[src/rtl/video_timing_gen_scaled.sv]
// rtl/video_timing_gen_scaled.sv - raster timing generator with scaled render coordinates and CE strobe
// Option macro VIDEO_TIMING_SYNC_DELAY_EN delays hs/vs/ad by SYNC_DELAY cycles.
module video_timing_gen_scaled #(
  parameter int H_ACTIVE    = 1280,
  parameter int H_FP        = 110,
  parameter int H_SYNC      = 40,
  parameter int H_BP        = 220,
  parameter int V_ACTIVE    = 720,
  parameter int V_FP        = 5,
  parameter int V_SYNC      = 5,
  parameter int V_BP        = 20,
  parameter bit HS_POL      = 1'b1,
  parameter bit VS_POL      = 1'b1,
  parameter int FPS         = 60,
  parameter int SCALE_SHIFT = 2,
  parameter int CE_SHIFT    = 1,
  parameter int SYNC_DELAY  = 2,
  localparam int H_TOTAL    = H_ACTIVE + H_FP + H_SYNC + H_BP,
  localparam int V_TOTAL    = V_ACTIVE + V_FP + V_SYNC + V_BP,
  localparam int HW         = (H_TOTAL > 1) ? $clog2(H_TOTAL) : 1,
  localparam int VW         = (V_TOTAL > 1) ? $clog2(V_TOTAL) : 1,
  localparam int FW         = (FPS > 1) ? $clog2(FPS) : 1
) (
  input  logic          clk_pixel_in,
  input  logic          rst_n_in,
  output logic [HW-1:0] hcount_out,
  output logic [VW-1:0] vcount_out,
  output logic          hs_out,
  output logic          vs_out,
  output logic          ad_out,
  output logic          nf_out,
  output logic [FW-1:0] fc_out,
  output logic [HW-1:0] sx_out,
  output logic [VW-1:0] sy_out,
  output logic          ce_out
);

`ifdef VIDEO_TIMING_SYNC_DELAY_EN
  localparam int DLY_EN = 1;
`else
  localparam int DLY_EN = 0;
`endif
  localparam int DLY = SYNC_DELAY * DLY_EN;

  localparam logic [HW-1:0] H_LAST  = HW'(H_TOTAL - 1);
  localparam logic [VW-1:0] V_LAST  = VW'(V_TOTAL - 1);
  localparam logic [FW-1:0] FC_LAST = FW'(FPS - 1);
  localparam logic [HW-1:0] CE_MASK = HW'((1 << CE_SHIFT) - 1);

  logic [HW-1:0] hcount_q, hcount_d, sx_q, sx_d;
  logic [VW-1:0] vcount_q, vcount_d, sy_q, sy_d;
  logic [FW-1:0] fc_q, fc_d;
  logic          nf_q, nf_d, ce_q, ce_d;
  logic          ad_q, ad_d, hs_q, hs_d, vs_q, vs_d;

  // Every output is decoded from the next counter values so it registers in step with them.
  always_comb begin
    hcount_d = (hcount_q == H_LAST) ? '0 : hcount_q + 1'b1;
    vcount_d = vcount_q;
    if (hcount_q == H_LAST) begin
      vcount_d = (vcount_q == V_LAST) ? '0 : vcount_q + 1'b1;
    end
    nf_d = (32'(hcount_d) == H_ACTIVE) && (32'(vcount_d) == V_ACTIVE);
    fc_d = fc_q;
    if (nf_d) begin
      fc_d = (fc_q == FC_LAST) ? '0 : fc_q + 1'b1;
    end
    ad_d = (32'(hcount_d) < H_ACTIVE) && (32'(vcount_d) < V_ACTIVE);
    hs_d = ((32'(hcount_d) >= H_ACTIVE + H_FP) &&
            (32'(hcount_d) <  H_ACTIVE + H_FP + H_SYNC)) ? HS_POL : ~HS_POL;
    vs_d = ((32'(vcount_d) >= V_ACTIVE + V_FP) &&
            (32'(vcount_d) <  V_ACTIVE + V_FP + V_SYNC)) ? VS_POL : ~VS_POL;
    ce_d = ((hcount_d & CE_MASK) == '0);
    sx_d = hcount_d >> SCALE_SHIFT;
    sy_d = vcount_d >> SCALE_SHIFT;
  end

  always_ff @(posedge clk_pixel_in) begin
    if (!rst_n_in) begin
      hcount_q <= H_LAST;
      vcount_q <= V_LAST;
      fc_q     <= '0;
      nf_q     <= 1'b0;
      ce_q     <= 1'b0;
      ad_q     <= 1'b0;
      hs_q     <= ~HS_POL;
      vs_q     <= ~VS_POL;
      sx_q     <= H_LAST >> SCALE_SHIFT;
      sy_q     <= V_LAST >> SCALE_SHIFT;
    end else begin
      hcount_q <= hcount_d;
      vcount_q <= vcount_d;
      fc_q     <= fc_d;
      nf_q     <= nf_d;
      ce_q     <= ce_d;
      ad_q     <= ad_d;
      hs_q     <= hs_d;
      vs_q     <= vs_d;
      sx_q     <= sx_d;
      sy_q     <= sy_d;
    end
  end

  assign hcount_out = hcount_q;
  assign vcount_out = vcount_q;
  assign nf_out     = nf_q;
  assign fc_out     = fc_q;
  assign ce_out     = ce_q;
  assign sx_out     = sx_q;
  assign sy_out     = sy_q;

  generate
    if (DLY == 0) begin : g_direct
      assign ad_out = ad_q;
      assign hs_out = hs_q;
      assign vs_out = vs_q;
    end else begin : g_delay
      // {ad, hs, vs} trail the counters by DLY cycles to match the renderer pipeline.
      logic [2:0] pipe_q [DLY];
      always_ff @(posedge clk_pixel_in) begin
        if (!rst_n_in) begin
          for (int i = 0; i < DLY; i++) pipe_q[i] <= {1'b0, ~HS_POL, ~VS_POL};
        end else begin
          pipe_q[0] <= {ad_q, hs_q, vs_q};
          for (int i = 1; i < DLY; i++) pipe_q[i] <= pipe_q[i-1];
        end
      end
      assign {ad_out, hs_out, vs_out} = pipe_q[DLY-1];
    end
  endgenerate

endmodule

[config.mk]
export PLATFORM = sky130hd
export DESIGN_NAME = video_timing_gen_scaled
export DESIGN_NICKNAME = d
export VERILOG_FILES = /design/src/rtl/video_timing_gen_scaled.sv
export SDC_FILE = /design/constraint.sdc
export NUM_CORES = 1
export LEC_CHECK = 0
export ABC_CLOCK_PERIOD_IN_PS = 5200
export BUFFER_PORTS_ARGS = -buffer_cell sky130_fd_sc_hd__buf_2
export CAP_MARGIN = 40
export CORE_MARGIN = 5
export CORE_UTILIZATION = 57
export CTS_BUF_LIST = sky130_fd_sc_hd__clkbuf_16
export CTS_CLUSTER_DIAMETER = 60
export DETAILED_ROUTE_END_ITERATION = 16
export GPL_TIMING_DRIVEN = 0
export PLACE_DENSITY_LB_ADDON = 0.12
export SETUP_SLACK_MARGIN = 0.1
export SLEW_MARGIN = 10
export SYNTH_ARGS = -nofsm -noshare
export SYNTH_HDL_FRONTEND = slang
export SYNTH_SLANG_ARGS = --single-unit
[constraint.sdc]
create_clock -name clk_pixel_in -period 5.2 [get_ports clk_pixel_in]
set_clock_uncertainty 0.05 [all_clocks]
set_input_delay 0.78 -clock clk_pixel_in [delete_from_list [all_inputs] [get_ports clk_pixel_in]]
set_output_delay 0.78 -clock clk_pixel_in [all_outputs]
set_load 0.01 [all_outputs]
* Word-level counts from Yosys, hierarchy flattened *
Index checks and enable logic that the tools add are counted.

storage, ports and cells
  flip-flop bits (word level) = 53
  bits in latches = 0
  memory bits (writable) = 0
  bits in read-only memories = 0
  bits of input ports = 2
  word-level logic and storage cells = 37
  memories kept = 0

operators by class
  add/subtract/negate cells = 3
  multiply operators = 0
  div/mod/pow operators = 0
  order comparisons = 6
  eq/ne operators = 5
  shifts and indexed selects = 0
  multiplexer cells = 6
  bitwise logic cells = 0
  reduce and logical (&&, ||, !) cells = 5

operators by type and width
  operator                                                         number
  11-bit == test, second input constant                            2
  11-bit < comparator, second input constant                       2
  10-bit == test, second input constant                            2
  10-bit < comparator, second input constant                       2
  10-bit 2-to-1 mux                                                2
  11-bit by 1-bit adder with 11-bit output, second input constant  1
  11-bit >= comparator, second input constant                      1
  11-bit zero test                                                 1
  11-bit 2-to-1 mux                                                1
  10-bit by 1-bit adder with 10-bit output, second input constant  1
  10-bit >= comparator, second input constant                      1
  6-bit by 1-bit adder with 6-bit output, second input constant    1
  6-bit == test, second input constant                             1
  6-bit 2-to-1 mux                                                 1
  1-bit logical AND                                                4
  1-bit 2-to-1 mux                                                 2

* Depth between registers and ports, before layout *
  depth in word-level cells = 6
  mapped depth = 11

* Worst setup path after synthesis *
No wires, ideal clock.

  path type = flip-flop to flip-flop
  start point = register hcount_q[0] (netlist: hcount_out[0])
  end point = register fc_q[3] (netlist: fc_out[3])
  setup time = 115 ps
  data arrival time = 2305 ps
  path slack = 2730 ps
  stages on the path, launching flop included = 10
  period minus slack after synthesis = 2470 ps
  cells stage by stage = dfxtp_1 -> ha_1 -> nand4_1 -> nor4_1 -> a21oi_1 -> a211oi_4 -> nand4_1 -> buf_2 -> o31a_1 -> o21a_1

on the way
  word-level cells in the longest chain between the ends = 4
  elaborated cells between the ends (all ways) = 7
  classes of those cells = add/sub (1); eq/ne (3); mux (2); reduce/logical (1)

ends and longest elaborated chain
  what                                                                        line    RTL
  from (decl)                                                                 50      logic [HW-1:0] hcount_q, hcount_d, sx_q, sx_d;
  from (signal assigned)                                                      91      hcount_q <= hcount_d;
  11-bit by 1-bit adder with 11-bit output or 11-bit == test (tied branches)  58, 60
  11-bit 2-to-1 mux or 10-bit 2-to-1 mux (tied branches)                      58, 60
  11-bit == test or 10-bit == test (tied branches)                            63      nf_d = (32'(hcount_d) == H_ACTIVE) && (32'(vcount_d) == V_ACTIVE);
  1-bit logical AND (*)                                                       63
  to (signal assigned)                                                        82      fc_q <= '0;
  to (signal assigned)                                                        93      fc_q <= fc_d;
  to (decl)                                                                   52      logic [FW-1:0] fc_q, fc_d;

Every way passes the cells marked *; elsewhere a longest branch is shown, timed or not.
A chain may end at the register's enable or synchronous reset.

* Final worst setup path *
Ends and elaborated chain as after synthesis.

==> parameters.txt <==
Parameter                              Value

Run status
  Status    completed

Timing
  Period Utilization, post-route    0.5357
  Min cycle time layout    2.785 ns
  Worst Tran Pin Value    0.6095 ns
  Post-Route Hold Slack    0.4642 ns
  Max Clk Rate    359.0 MHz
  Max Transition Viols Final    0
  Total Negative Setup Slacks    0 ns
  Unrepaired setup endpoints after global routing    no
  Final count of hold timing violations    0
  Number of setup violations in the final report    0
  Worst slew margin relative to its limit    0.5937

Die
  Full die area    0.005074 mm²
  Ports    55
  Core Rows    22
  Vert. Die Dim    71.23 µm
  Die span in x    71.23 µm
  Starting utilization of the core area    0.5882
  Area inside the core boundary    0.003633 mm²

Setup path
  Critical Path Source Type    flip-flop
  Nature of the critical path endpoint    flip-flop
  Largest fanout of any net on the critical path    10
  Reg-to-reg critical path endpoint    fc_out[3]
  Beginning of the worst register-to-register path    hcount_out[0]
  Flop-to-flop setup slack    2.41 ns
  Critical path class    flip-flop to flip-flop
  Length in cells of the worst reg-to-reg path    9
  Arr. time, crit path    2.91 ns
  Startpoint of the most critical setup path    hcount_out[0]
  Worst path required time    5.33 ns

Min path
  Worst-case hold path end point    fc_out[4]
  Hold depth    2
  Hold Startpoint    fc_out[4]
  Path category of the worst min-delay check    flip-flop to flip-flop

Final layout
  Fraction of final layout cells with drive strength greater than 1    0.2861
  Synth-to-Final Area Change    22.66%
  Final core occ    0.7214
  Ant diodes    0
  Final net count    338
  Final standard cell area without fillers    0.002621 mm²

Logic synthesis
  Flip-flop and latch count after synthesis    32
  Area fraction in compound gates after synthesis    0.2166
  Synthesis warning total    0
  Mux cell area share after synthesis    0.009953
  Post-synthesis average cell area    7.857 µm²
  Cell types with the largest area share after synthesis    sky130_fd_sc_hd__dfxtp_1, sky130_fd_sc_hd__buf_4, sky130_fd_sc_hd__nand2_1
  Simple-gate portion of the synthesized area    0.2922
  Post-synthesis instance area    0.002137 mm²
  EDFF count, synth    0
  Distinct cell type count of the synthesized netlist    54
  Async S/R FF share, synth    0
  Top cell type by total area after synthesis    sky130_fd_sc_hd__dfxtp_1
  Sequential area share after synthesis    0.2998
  Xor-xnor portion of the synthesized cell area    0.03279
  Top post-synthesis cells by count    sky130_fd_sc_hd__dfxtp_1, sky130_fd_sc_hd__nand2_1, sky130_fd_sc_hd__buf_4, sky130_fd_sc_hd__nor2_1, sky130_fd_sc_hd__nand3_1
  Proportion of netlist area held by the largest area contributor    0.2998
  Mapped Cells    272
  Fraction of the mapped netlist area in adder cells    0.02927
  Combinational family with the most area after synthesis    simple AND/OR/NAND/NOR gates
  Primary FF master, synth    sky130_fd_sc_hd__dfxtp_1

Power and ir drop
  Leakage power    0.001116 µW
  Max VDD drop    0.0003349 V
  Sum of internal, switching and leakage power    1339 µW
  Pwr dens    510.8 mW/mm²

Drt
  Max Used Layer    met4
  Starting DRC count in detailed routing    169
  Remaining DRCs    0
  Post-Route M1 WL    2363 µm
  Total length of routed wires    5569 µm
  Number of iterations in the first detailed-routing pass    4
  Met3 WL post-DR    354 µm
  Routed Antenna Nets    0
  Per-cell routed wire length    14.66 µm
  Met2 wirelength from detailed routing    2718 µm
  Detail-routed via count per cell    5.689
  DR vias    2162

GRT
  Antenna violations before repair    0
  Total gr overflow    0
  GRT Overall Usage    0.2251
  Largest net degree at the start of global routing    12
  Via count of the first global-routing pass    1987
  Global-route wire length before repair    9177 µm

Flow run
  Number of max-cap violations    0

Clock network
  Post_cts resized    0
  Buffers inserted by post-CTS timing repair    0
  Sink count of the clock tree    32
  Clk slew on worst S/H paths    0.06 ns
  Cell at the root of the clock tree    sky130_fd_sc_hd__clkbuf_16
  Buffer depth of the longest clock path    2
  Clock tree from TritonCTS    yes
  Num CTS Buffers    5
  CTS Hold Bufs    0
  # H-tree levels    2
  Later-pin clock latency in the skew report    0.28 ns

Place
  Placed cell area    0.002454 mm²
  Number of buffer cells added on primary ports    49
  HPWL after DPL    4063 µm
  Routability cong.    0.9200
-- how the worst max path moves through the flow --
stage | endpoint | slack (ns) | depth (start not counted)
final | fc_out[3] | 2.41 | 9
after global routing | vs_out | 2.18 | 9
after CTS | fc_out[3] | 2.42 | 9
after detailed placement | fc_out[3] | 2.44 | 9
after global placement | fc_out[3] | 2.45 | 9
after floorplan | fc_out[3] | 2.73 | 9
-- critical path, stage by stage (launching register included) --
cell,delay (ns)
sky130_fd_sc_hd__dfxtp_1,0.48
sky130_fd_sc_hd__ha_1,0.32
sky130_fd_sc_hd__and4_1,0.30
sky130_fd_sc_hd__nand3_1,0.14
sky130_fd_sc_hd__xor2_1,0.20
sky130_fd_sc_hd__a211oi_4,0.28
sky130_fd_sc_hd__nand4_1,0.22
sky130_fd_sc_hd__buf_2,0.24
sky130_fd_sc_hd__o31a_1,0.28
sky130_fd_sc_hd__o21a_1,0.18
-- cells by family (layout without fill, tap and decap cells) --
logic type / count (synthesis) / after routing
AND/OR/NAND/NOR: 116 / 116
AO/OA/AOI/OAI: 65 / 65
buffers and inverters: 43 / 100
flip-flops: 32 / 32
XOR/XNOR: 8 / 8
adder cells (fa/ha/maj): 5 / 5
multiplexers: 2 / 2
other: 1 / 4
-- layout make-up --
| class | count | area (µm²) |
|---|---|---|
| Buffer | 33 | 214.0 |
| Clock buffer | 5 | 125.1 |
| Clock inverter | 3 | 42.54 |
| Fill cell | 328 | 1012 |
| Inverter | 10 | 37.54 |
| Multi-Input combinational cell | 200 | 1256 |
| Sequential cell | 32 | 640.6 |
| Tap cell | 48 | 60.06 |
| Timing Repair Buffer | 49 | 245.2 |
-- registers in the layout, indices dropped and copies added (netlist names) --
signal and count:
vcount_out 10, fc_out 6, ad_out 1, nf_out 1, hcount_out 11, vs_out 1
ce_out 1, hs_out 1
-- where the power goes --
part	total (µW)	switching [µW]	internal, µW
Combinational	657	378	279
Sequential	345	58.6	287
Clock	337	112	225
-- per-stage QoR --
stage	std cells	setup slack [ns]
CTS	380	2.424
floorplan	275	2.730
global placement	372	2.448
finish	380	2.415
global route	380	2.177
detailed placement	372	2.442
-- cells in the final DEF (no fill, tap or decap), drive strengths merged, types with 5 or more instances in the layout --
cell     n
nand2   32
nand3   15
inv     10
a31oi    5
ha       5
buf     75
o21ai   13
nand4    7
dfxtp   32
and3     5
nor3     5
a21oi   12
nor2    18
xnor2    5
o31ai    5
or3      7
clkbuf  12
-- per-layer routing --
| layer | track usage | vias up |
|---|---|---|
| met5 | 0 | - |
| met4 | 0.1065 | 0 |
| met3 | 0.05330 | 13 |
| met2 | 0.3724 | 59 |
| met1 | 0.2744 | 1005 |
| li1 | - | 1085 |
Note: power is estimated with default switching activity, not from simulation.
